`src/rtl/kernel_mcu_pio_irq_dispatcher.sv`:
```
// -----------------------------------------------------------------------------
// kernel_mcu_pio_irq_dispatcher
//
// Avalon-MM master that owns the MCU PIO slave. It turns the PIO level
// interrupt into a stream of line-index events:
//   - reads the PIO input register when pio_irq is high,
//   - round-robin arbitrates among the pending (unmasked) lines,
//   - masks the granted line in the PIO and queues its index in a small FIFO,
//   - re-enables a line in the PIO once the consumer pops its event.
//
// Ports
//   clk             system clock
//   reset_n         asynchronous active-low reset
//   pio_irq         PIO level interrupt, |(in & mask)
//   pio_address     PIO register select (0 = input data, 2 = IRQ mask)
//   pio_chipselect  one-cycle strobe per mask write
//   pio_write_n     active-low write strobe
//   pio_writedata   mask value in [NLINES-1:0], upper bits zero
//   pio_readdata    PIO read data, one cycle after pio_address
//   evt_valid       event FIFO non-empty
//   evt_line        line index at the FIFO head (0 when empty)
//   evt_ready       consumer pop, taken when evt_valid & evt_ready
// -----------------------------------------------------------------------------
module kernel_mcu_pio_irq_dispatcher #(
    parameter int          NLINES     = 7,
    parameter int          FIFO_DEPTH = 4,
    parameter logic [6:0]  INIT_MASK  = 7'h7F
) (
    input  logic        clk,
    input  logic        reset_n,
    input  logic        pio_irq,
    output logic [1:0]  pio_address,
    output logic        pio_chipselect,
    output logic        pio_write_n,
    output logic [31:0] pio_writedata,
    input  logic [31:0] pio_readdata,
    output logic        evt_valid,
    output logic [2:0]  evt_line,
    input  logic        evt_ready
);

    localparam int PTR_W = $clog2(FIFO_DEPTH);
    localparam int CNT_W = PTR_W + 1;

    typedef enum logic [2:0] {
        S_INIT,
        S_IDLE,
        S_RD_REQ,
        S_RD_CAP,
        S_ARB,
        S_MASK_WR,
        S_UNMASK_WR
    } state_t;

    state_t state;
    state_t next_state;

    // started stays low while reset is held so INIT's write is not driven
    // onto the bus during reset; INIT then writes in the first clocked cycle.
    logic              started;
    logic [NLINES-1:0] mask_sh;
    logic [NLINES-1:0] unmask_pend;
    logic [2:0]        rr_ptr;
    logic [NLINES-1:0] pend;
    logic [2:0]        grant_q;
    logic [2:0]        grant_c;

    logic [2:0]        fifo_mem [FIFO_DEPTH];
    logic [PTR_W-1:0]  wr_ptr;
    logic [PTR_W-1:0]  rd_ptr;
    logic [CNT_W-1:0]  count;
    logic              fifo_full;
    logic              push;
    logic              pop;
    logic [NLINES-1:0] pop_bits;

    logic              wr_en;
    logic [NLINES-1:0] wr_val;

    logic              unused_readdata;
    assign unused_readdata = ^pio_readdata[31:NLINES];

    // One-hot bit for a line index; indices outside the line range map to 0.
    function automatic logic [NLINES-1:0] line_bit(input logic [2:0] l);
        logic [NLINES-1:0] r;
        for (int i = 0; i < NLINES; i++) begin
            r[i] = (l == i[2:0]);
        end
        return r;
    endfunction

    // Round-robin pick: first set bit strictly after 'last', wrapping from
    // the top line back to line 0; 'last' itself is reached only at the end.
    function automatic logic [2:0] rr_pick(input logic [NLINES-1:0] req,
                                           input logic [2:0]        last);
        logic [2:0] r;
        logic       found;
        int         idx;
        r     = last;
        found = 1'b0;
        for (int k = 1; k <= NLINES; k++) begin
            idx = (int'(last) + k) % NLINES;
            if (!found && req[idx]) begin
                r     = idx[2:0];
                found = 1'b1;
            end
        end
        return r;
    endfunction

    assign grant_c   = rr_pick(pend, rr_ptr);
    assign fifo_full = (count == CNT_W'(FIFO_DEPTH));
    assign evt_valid = (count != '0);
    assign evt_line  = evt_valid ? fifo_mem[rd_ptr] : 3'd0;
    assign pop       = evt_valid & evt_ready;
    assign push      = (state == S_MASK_WR);
    assign pop_bits  = pop ? line_bit(evt_line) : '0;

    // Next-state and bus decode
    always_comb begin
        next_state = state;
        wr_en      = 1'b0;
        wr_val     = '0;
        case (state)
            S_INIT: begin
                if (started) begin
                    wr_en      = 1'b1;
                    wr_val     = INIT_MASK[NLINES-1:0];
                    next_state = S_IDLE;
                end
            end
            S_IDLE: begin
                // Re-enabling popped lines takes precedence over new reads.
                if (unmask_pend != '0) begin
                    next_state = S_UNMASK_WR;
                end else if (pio_irq && !fifo_full) begin
                    next_state = S_RD_REQ;
                end
            end
            S_RD_REQ:  next_state = S_RD_CAP;
            S_RD_CAP:  next_state = S_ARB;
            S_ARB: begin
                // Input dropped before capture: nothing to service.
                next_state = (pend != '0) ? S_MASK_WR : S_IDLE;
            end
            S_MASK_WR: begin
                wr_en      = 1'b1;
                wr_val     = mask_sh & ~line_bit(grant_q);
                next_state = S_IDLE;
            end
            S_UNMASK_WR: begin
                wr_en      = 1'b1;
                wr_val     = mask_sh | unmask_pend;
                next_state = S_IDLE;
            end
            default:   next_state = S_INIT;
        endcase
    end

    assign pio_chipselect = wr_en;
    assign pio_write_n    = ~wr_en;
    assign pio_address    = wr_en ? 2'd2 : 2'd0;
    assign pio_writedata  = wr_en ? {{(32-NLINES){1'b0}}, wr_val} : 32'd0;

    // Control state
    always_ff @(posedge clk or negedge reset_n) begin
        if (!reset_n) begin
            state       <= S_INIT;
            started     <= 1'b0;
            mask_sh     <= '0;
            unmask_pend <= '0;
            rr_ptr      <= 3'(NLINES - 1);
            wr_ptr      <= '0;
            rd_ptr      <= '0;
            count       <= '0;
        end else begin
            state   <= next_state;
            started <= 1'b1;

            if (wr_en) begin
                mask_sh <= wr_val;
            end

            // Every pending bit is written out in UNMASK_WR, so only bits
            // popped in that same cycle remain pending afterwards.
            if (state == S_UNMASK_WR) begin
                unmask_pend <= pop_bits;
            end else begin
                unmask_pend <= unmask_pend | pop_bits;
            end

            if (state == S_ARB && pend != '0) begin
                rr_ptr <= grant_c;
            end

            if (push) begin
                wr_ptr <= wr_ptr + PTR_W'(1);
            end
            if (pop) begin
                rd_ptr <= rd_ptr + PTR_W'(1);
            end
            case ({push, pop})
                2'b10:   count <= count + CNT_W'(1);
                2'b01:   count <= count - CNT_W'(1);
                default: count <= count;
            endcase
        end
    end

    // Datapath registers
    always_ff @(posedge clk) begin
        if (state == S_RD_CAP) begin
            pend <= pio_readdata[NLINES-1:0] & mask_sh;
        end
        if (state == S_ARB) begin
            grant_q <= grant_c;
        end
        if (push) begin
            fifo_mem[wr_ptr] <= grant_q;
        end
    end

endmodule

```
`config.mk`:
```
export PLATFORM = sky130hd
export DESIGN_NAME = kernel_mcu_pio_irq_dispatcher
export DESIGN_NICKNAME = d
export VERILOG_FILES = /design/src/rtl/kernel_mcu_pio_irq_dispatcher.sv
export SDC_FILE = /design/constraint.sdc
export NUM_CORES = 1
export LEC_CHECK = 0
export ABC_CLOCK_PERIOD_IN_PS = 5400
export CORE_MARGIN = 3
export CORE_UTILIZATION = 45
export CTS_CLUSTER_SIZE = 28
export DETAILED_ROUTE_END_ITERATION = 6
export GPL_ROUTABILITY_DRIVEN = 0
export PLACE_DENSITY = 0.78
export REMOVE_ABC_BUFFERS = 1
export SLEW_MARGIN = 40
export SYNTH_ARGS = -nofsm -noshare
export SYNTH_HDL_FRONTEND = slang
export SYNTH_SLANG_ARGS = --single-unit
```
`constraint.sdc`:
```
create_clock -name clk -period 5.4 [get_ports clk]
set_input_delay 0.81 -clock clk [delete_from_list [all_inputs] [get_ports clk]]
set_output_delay 0.81 -clock clk [all_outputs]
set_load 0.01 [all_outputs]
```
* Word level (Yosys, flattened, before mapping) *
Memory sizes are Yosys's and may differ from the RTL's.
Index checks and enable logic that the tools add are counted.

operators by class
  equal/unequal tests = 23
  $add $sub $neg = 11
  bitwise logic cells = 7
  reduce and logical (&&, ||, !) cells = 24
  order comparisons = 7
  div/mod/pow operators = 7
  muxes and demuxes = 51

operator list
  cell                     count
  $lt A32 B5 Y1 const B    7
  $mod A32 B4 Y32 const B  7
  $mux W3                  12
  $eq A3 B3 Y1 const B     10
  $mux W7                  4
  $mux W1                  23
  $bmux W1 S3              7
  $pmux W7 S3              1
  $eq A3 B2 Y1 const B     6
  $pmux W3 S6              1
  $add A3 B3 Y4 const B    4
  $and A7 B7 Y7            2
  $or A7 B7 Y7             2
  $reduce_bool A7 Y1       2
  $eq A3 B1 Y1 const B     3
  $logic_not A3 Y1         3
  $add A3 B2 Y4 const B    2
  $logic_and A1 B1 Y1      8
  $logic_not A1 Y1         7
  $not A7 Y7               1
  $pmux W3 S2              1
  $add A2 B1 Y2 const B    2
  $add A3 B1 Y4 const B    1
  $add A3 B1 Y3 const B    1
  other kinds (13)         13

word-level totals
  bits in writable memories = 12
  memories kept = 1
  output and inout bits = 40
  register bits after elaboration = 38
  logic and storage cells = 141

memory list
  name      depth  width  read ports  clocked after memory_dff  wr ports  line  RTL
  fifo_mem  4      3      1           0                         1         68    logic [2:0] fifo_mem [FIFO_DEPTH];

* Depth between registers and ports, before layout *
  depth after elaboration = 24
  depth in mapped cells = 20

* Worst setup path after synthesis *
OpenSTA, ideal clock, no wires.

  path type = register -> register
  start = register rr_ptr[0]
  end = register rr_ptr[1]
  period minus slack after synthesis = 5.253 ns
  library setup time = 0.082 ns
  path buffers = 5
  slack = 0.147 ns
  cell stages (with the launch flop) = 21
  arrival time = 5.170 ns
  required time = 5.318 ns
  cell sequence = dfrtp_1 -> buf_2 -> clkinv_1 -> clkbuf_1 -> ha_1 -> clkbuf_1 -> inv_1 -> clkbuf_1 -> ha_1 -> ha_1 -> buf_2 -> nand2b_1 -> or4_1 -> a32oi_2 -> xnor2_1 -> mux2_4 -> a2111oi_2 -> nor3_2 -> o311ai_2 -> a2bb2oi_2 -> mux2_2

on the way
  word-level cells in the longest chain between the ends = 24
  elaborated cells between the ends (all ways) = 60

RTL lines
  element                                     line  RTL
  from (decl)                                 63    logic [2:0] rr_ptr;
  from (signal assigned)                      172   rr_ptr <= 3'(NLINES - 1);
  from (signal assigned)                      193   rr_ptr <= grant_c;
  $add A3 B1 Y4                               102   idx = (int'(last) + k) % NLINES;
  $mod A32 B4 Y32                             102
  $bmux W1 S3                                 103   if (!found && req[idx]) begin
  $mux W1 (not written as such) (2 in a row)  103
  $mux W1                                     103
  $logic_not A1 Y1                            103
  $logic_and A1 B1 Y1                         103
  $mux W1                                     103
  (+8 left out)                               -
  $mux W1                                     103
  $logic_not A1 Y1                            103
  $logic_and A1 B1 Y1                         103
  $mux W1                                     103
  $logic_not A1 Y1                            103
  $logic_and A1 B1 Y1                         103
  $mux W3 *                                   103
  named net grant_c[1]                        66    logic [2:0] grant_c;

Mark *: on every way through the listed nets, which the timed path passes. The rest lies on a longest branch. The select of a mux whose other input is x is not followed.
A chain may end at the register's enable or synchronous reset.

* Worst setup path in the final report *
  start = register rr_ptr[2]
  end = register rr_ptr[1]

Same word-level chain as after synthesis.

==> results.sh <==
export IMPL_status="finished, final reports clean"
export IMPL_floorplan_initialDensity_pct=47.3
export IMPL_drt_vias_per_instance=6.44
export IMPL_total_via_count_in_the_routed_design=4579
export IMPL_min_delay_path_class="flip-flop to flip-flop"
export IMPL_route_final_wire_length_um=13100
export IMPL_cts_buffers=5
export IMPL_worst_endpoint_arrival_ps=5160
export IMPL_final_min_period_over_clock_period_pct=91.2
export IMPL_total_placed_instance_area_um2=5280
export IMPL_max_slew_worst_pin_slew_ps=716
export IMPL_final_setup_worst_slack_ps=477
export IMPL_maxSlewHeadroom_pct=52.2
export IMPL_cts_reportedPaths_clkPinSlew_ps=100
export IMPL_grt_use_met1_pct=28.4
export IMPL_drt_drc_violations_left=0
export IMPL_ff2ff_setup_slack_ps=480
export IMPL_timing_critical_path_required_ps=5640
export IMPL_htree_levels=2
export IMPL_layout_common_cells="sky130_fd_sc_hd__nand2_1, sky130_fd_sc_hd__nor2_1, sky130_fd_sc_hd__inv_1"
export IMPL_grt_met2_usage_pct=34.0
export IMPL_final_common_cell="sky130_fd_sc_hd__nand2_1"
export IMPL_insertedDiodeCount=0
export IMPL_std_cell_rows=37
export IMPL_netlist_area_um2=5020
export IMPL_worst_path_max_fanout=13
export IMPL_critPathLaunch="rr_ptr[2]"
export IMPL_portBuffers=24
export IMPL_syn_avg_cell_area_um2=8.83
export IMPL_cts_root_buf="sky130_fd_sc_hd__clkbuf_8"
export IMPL_drtIter0Drc=354
export IMPL_synth_edff_count=22
export IMPL_drt_first_pass_iters=7
export IMPL_design_die_area_um2=12500
export IMPL_die_y_um=112
export IMPL_grt_use_met3_pct=3.37
export IMPL_antenna_found_initial=0
export IMPL_yosysWarningCount=0
export IMPL_final_min_clock_period_ps=4920
export IMPL_cp_start_kind="flip-flop"
export IMPL_syn_instance_count=568
export IMPL_critical_path_class="flip-flop to flip-flop"
export IMPL_top_usage_layer="met2"
export IMPL_layout_cell_area_non_filler_um2=5380
export IMPL_seq_area_frac_synth_pct=27.2
export IMPL_grt_setup_unrepaired="no"
export IMPL_clock_tree_from_tritoncts="done"
export IMPL_layout_nets=637
export IMPL_slew_violations=0
export IMPL_top_level_ports=76
export IMPL_first_global_vias=4560
export IMPL_worst_setup_path_end_kind="flip-flop"
export IMPL_final_instance_count_excl_fill=711
export IMPL_count_of_different_cell_masters_after_synthesis=90
export IMPL_core_area_um2=10600
export IMPL_min_from="count[2]"
export IMPL_grt_ovfl_total=0
export IMPL_clock_path_buffers=2
export IMPL_global_route_wire_length_before_repair_um=22100
export IMPL_synthArstFlopShare_pct=56.0
export IMPL_setup_total_neg_slack_ps=0
export IMPL_clock_insertion_delay_worst_skew_ps=310
export IMPL_timing_final_hold_violations=0
export IMPL_post_cts_resize_count=0
export IMPL_place_inst=703
export IMPL_launching_point_of_the_worst_reg2reg_path="rr_ptr[2]"
export IMPL_area_growth_syn_to_layout_pct=7.28
export IMPL_clock_fmax_ghz=0.203
export IMPL_grt_util_all_layers_pct=21.0
export IMPL_grt_max_degree=29
export IMPL_remaining_antenna_violation_count_after_routing=0
export IMPL_fillers=942
export IMPL_post_cts_repair_setup_buffers=0
export IMPL_wl_per_cell_um=18.4
export IMPL_postSynthRegisterBits=50
export IMPL_post_route_cells_drive_above_1_share_pct=10.3
export IMPL_die_x_um=112
export IMPL_setup_violations=0
export IMPL_placement_setup_worst_slack_ps=541
export IMPL_clock_sink_count=50
export IMPL_cts_hold_buffers_added=0
export IMPL_synth_main_ff_cell="sky130_fd_sc_hd__dfrtp_1"
export IMPL_dp_final_hpwl_um=9620
export IMPL_max_cap_violations=0
export IMPL_skew_ps=11.5
[cell type report]
cell class                 instances  area, µm²  share of cell area (%)
sequential                        50       1360                    25.3
multi-input combinational        449       3300                    61.3
timing repair buffer              37        338                    6.28
clock inverter                     3       26.3                   0.488
clock buffer                       5       68.8                    1.28
inverter                          31        116                    2.16
tap                              136        170                    3.16
[metrics by stage]
| stage | hold WS, ps | util, % |
|---|---|---|
| floorplan | 456 | - |
| global placement | 472 | 49.6 |
| detailed placement | 475 | 49.8 |
| CTS | 492 | 50.7 |
| global route | 520 | 50.8 |
| finish | 493 | 50.8 |
[flip-flops by register name, summed over array words and instances (netlist names)]
register and flops:
count 3, fifo_mem 12, grant_q 3, mask_sh 7, pend 7, rd_ptr 2
rr_ptr 3, started 1, state 3, unmask_pend 7, wr_ptr 2
[final timing paths]
| check | to | cells after the start |
|---|---|---|
| hold reg to reg | count[2] | 1 |
| hold / removal | count[2] | 1 |
| setup reg to reg | rr_ptr[1] | 15 |
| min in group asynchronous | count[0] | 2 |
| setup / recovery | rr_ptr[1] | 15 |
| max in group asynchronous | rr_ptr[1] | 2 |
[worst max-delay path, cell delays in order (launching register included)]
cell,delay (ps)
sky130_fd_sc_hd__dfstp_2,700
sky130_fd_sc_hd__inv_1,250
sky130_fd_sc_hd__ha_1,310
sky130_fd_sc_hd__a21oi_1,370
sky130_fd_sc_hd__inv_1,90
sky130_fd_sc_hd__ha_1,280
sky130_fd_sc_hd__a211o_1,350
sky130_fd_sc_hd__a211o_1,350
sky130_fd_sc_hd__nand2_2,160
sky130_fd_sc_hd__mux4_2,530
sky130_fd_sc_hd__or3_1,390
sky130_fd_sc_hd__a21oi_1,260
sky130_fd_sc_hd__nor4b_1,100
sky130_fd_sc_hd__o31ai_1,350
sky130_fd_sc_hd__a2bb2oi_2,110
sky130_fd_sc_hd__mux2_2,270
[logic make-up (layout without fill, tap and decap cells)]
| logic type | Yosys count | after routing | share of synthesized area (%) |
|---|---|---|---|
| XOR/XNOR | 21 | 21 | 3.82 |
| AND/OR/NAND/NOR | 189 | 189 | 20.3 |
| multiplexers | 26 | 26 | 7.61 |
| buffers and inverters | 94 | 76 | 9.45 |
| other | 2 | 27 | 0.150 |
| AO/OA/AOI/OAI | 159 | 159 | 24.6 |
| adder cells (fa/ha/maj) | 27 | 27 | 6.88 |
| flip-flops | 50 | 50 | 27.2 |
[routing by layer]
metal	vias to the layer above	share of wire [%]
li1	2085	-
met1	2194	43
met2	255	47
met3	45	7.7
met4	0	2.9
met5	-	0
[synthesized netlist by cell type, drive strengths merged, types with 4 or more instances]
| master | number | share of area [%] |
|---|---|---|
| o211a | 4 | 0.80 |
| nand2 | 47 | 3.6 |
| a221o | 7 | 1.4 |
| mux2i | 13 | 2.6 |
| a32oi | 5 | 1.0 |
| clkbuf | 25 | 1.9 |
| inv | 30 | 2.2 |
| xor2 | 5 | 1.0 |
| and3 | 8 | 1.0 |
| a31oi | 8 | 1.0 |
| o21ai | 20 | 2.0 |
| nor3b | 7 | 1.0 |
| nand3 | 13 | 1.3 |
| o211ai | 10 | 1.5 |
| dfrtp | 26 | 13 |
| nor2 | 35 | 2.6 |
| ha | 26 | 6.5 |
| a211oi | 8 | 1.3 |
| or4 | 5 | 0.75 |
| nor4b | 5 | 1.0 |
| edfxtp | 22 | 13 |
| o31ai | 5 | 0.75 |
| buf | 38 | 5.3 |
| a211o | 6 | 1.0 |
| a21o | 10 | 1.5 |
| xnor2 | 16 | 2.8 |
| nor3 | 16 | 1.7 |
| and2 | 17 | 2.1 |
| o41ai | 5 | 1.2 |
| or3 | 7 | 0.87 |
| a21oi | 28 | 2.9 |
| a32o | 5 | 1.0 |
| mux2 | 4 | 0.97 |
| nand3b | 5 | 0.75 |
| mux4 | 9 | 4.0 |
Power is not shown: default switching activity piles up to over one toggle a cycle in this logic, so the estimate is an artifact.
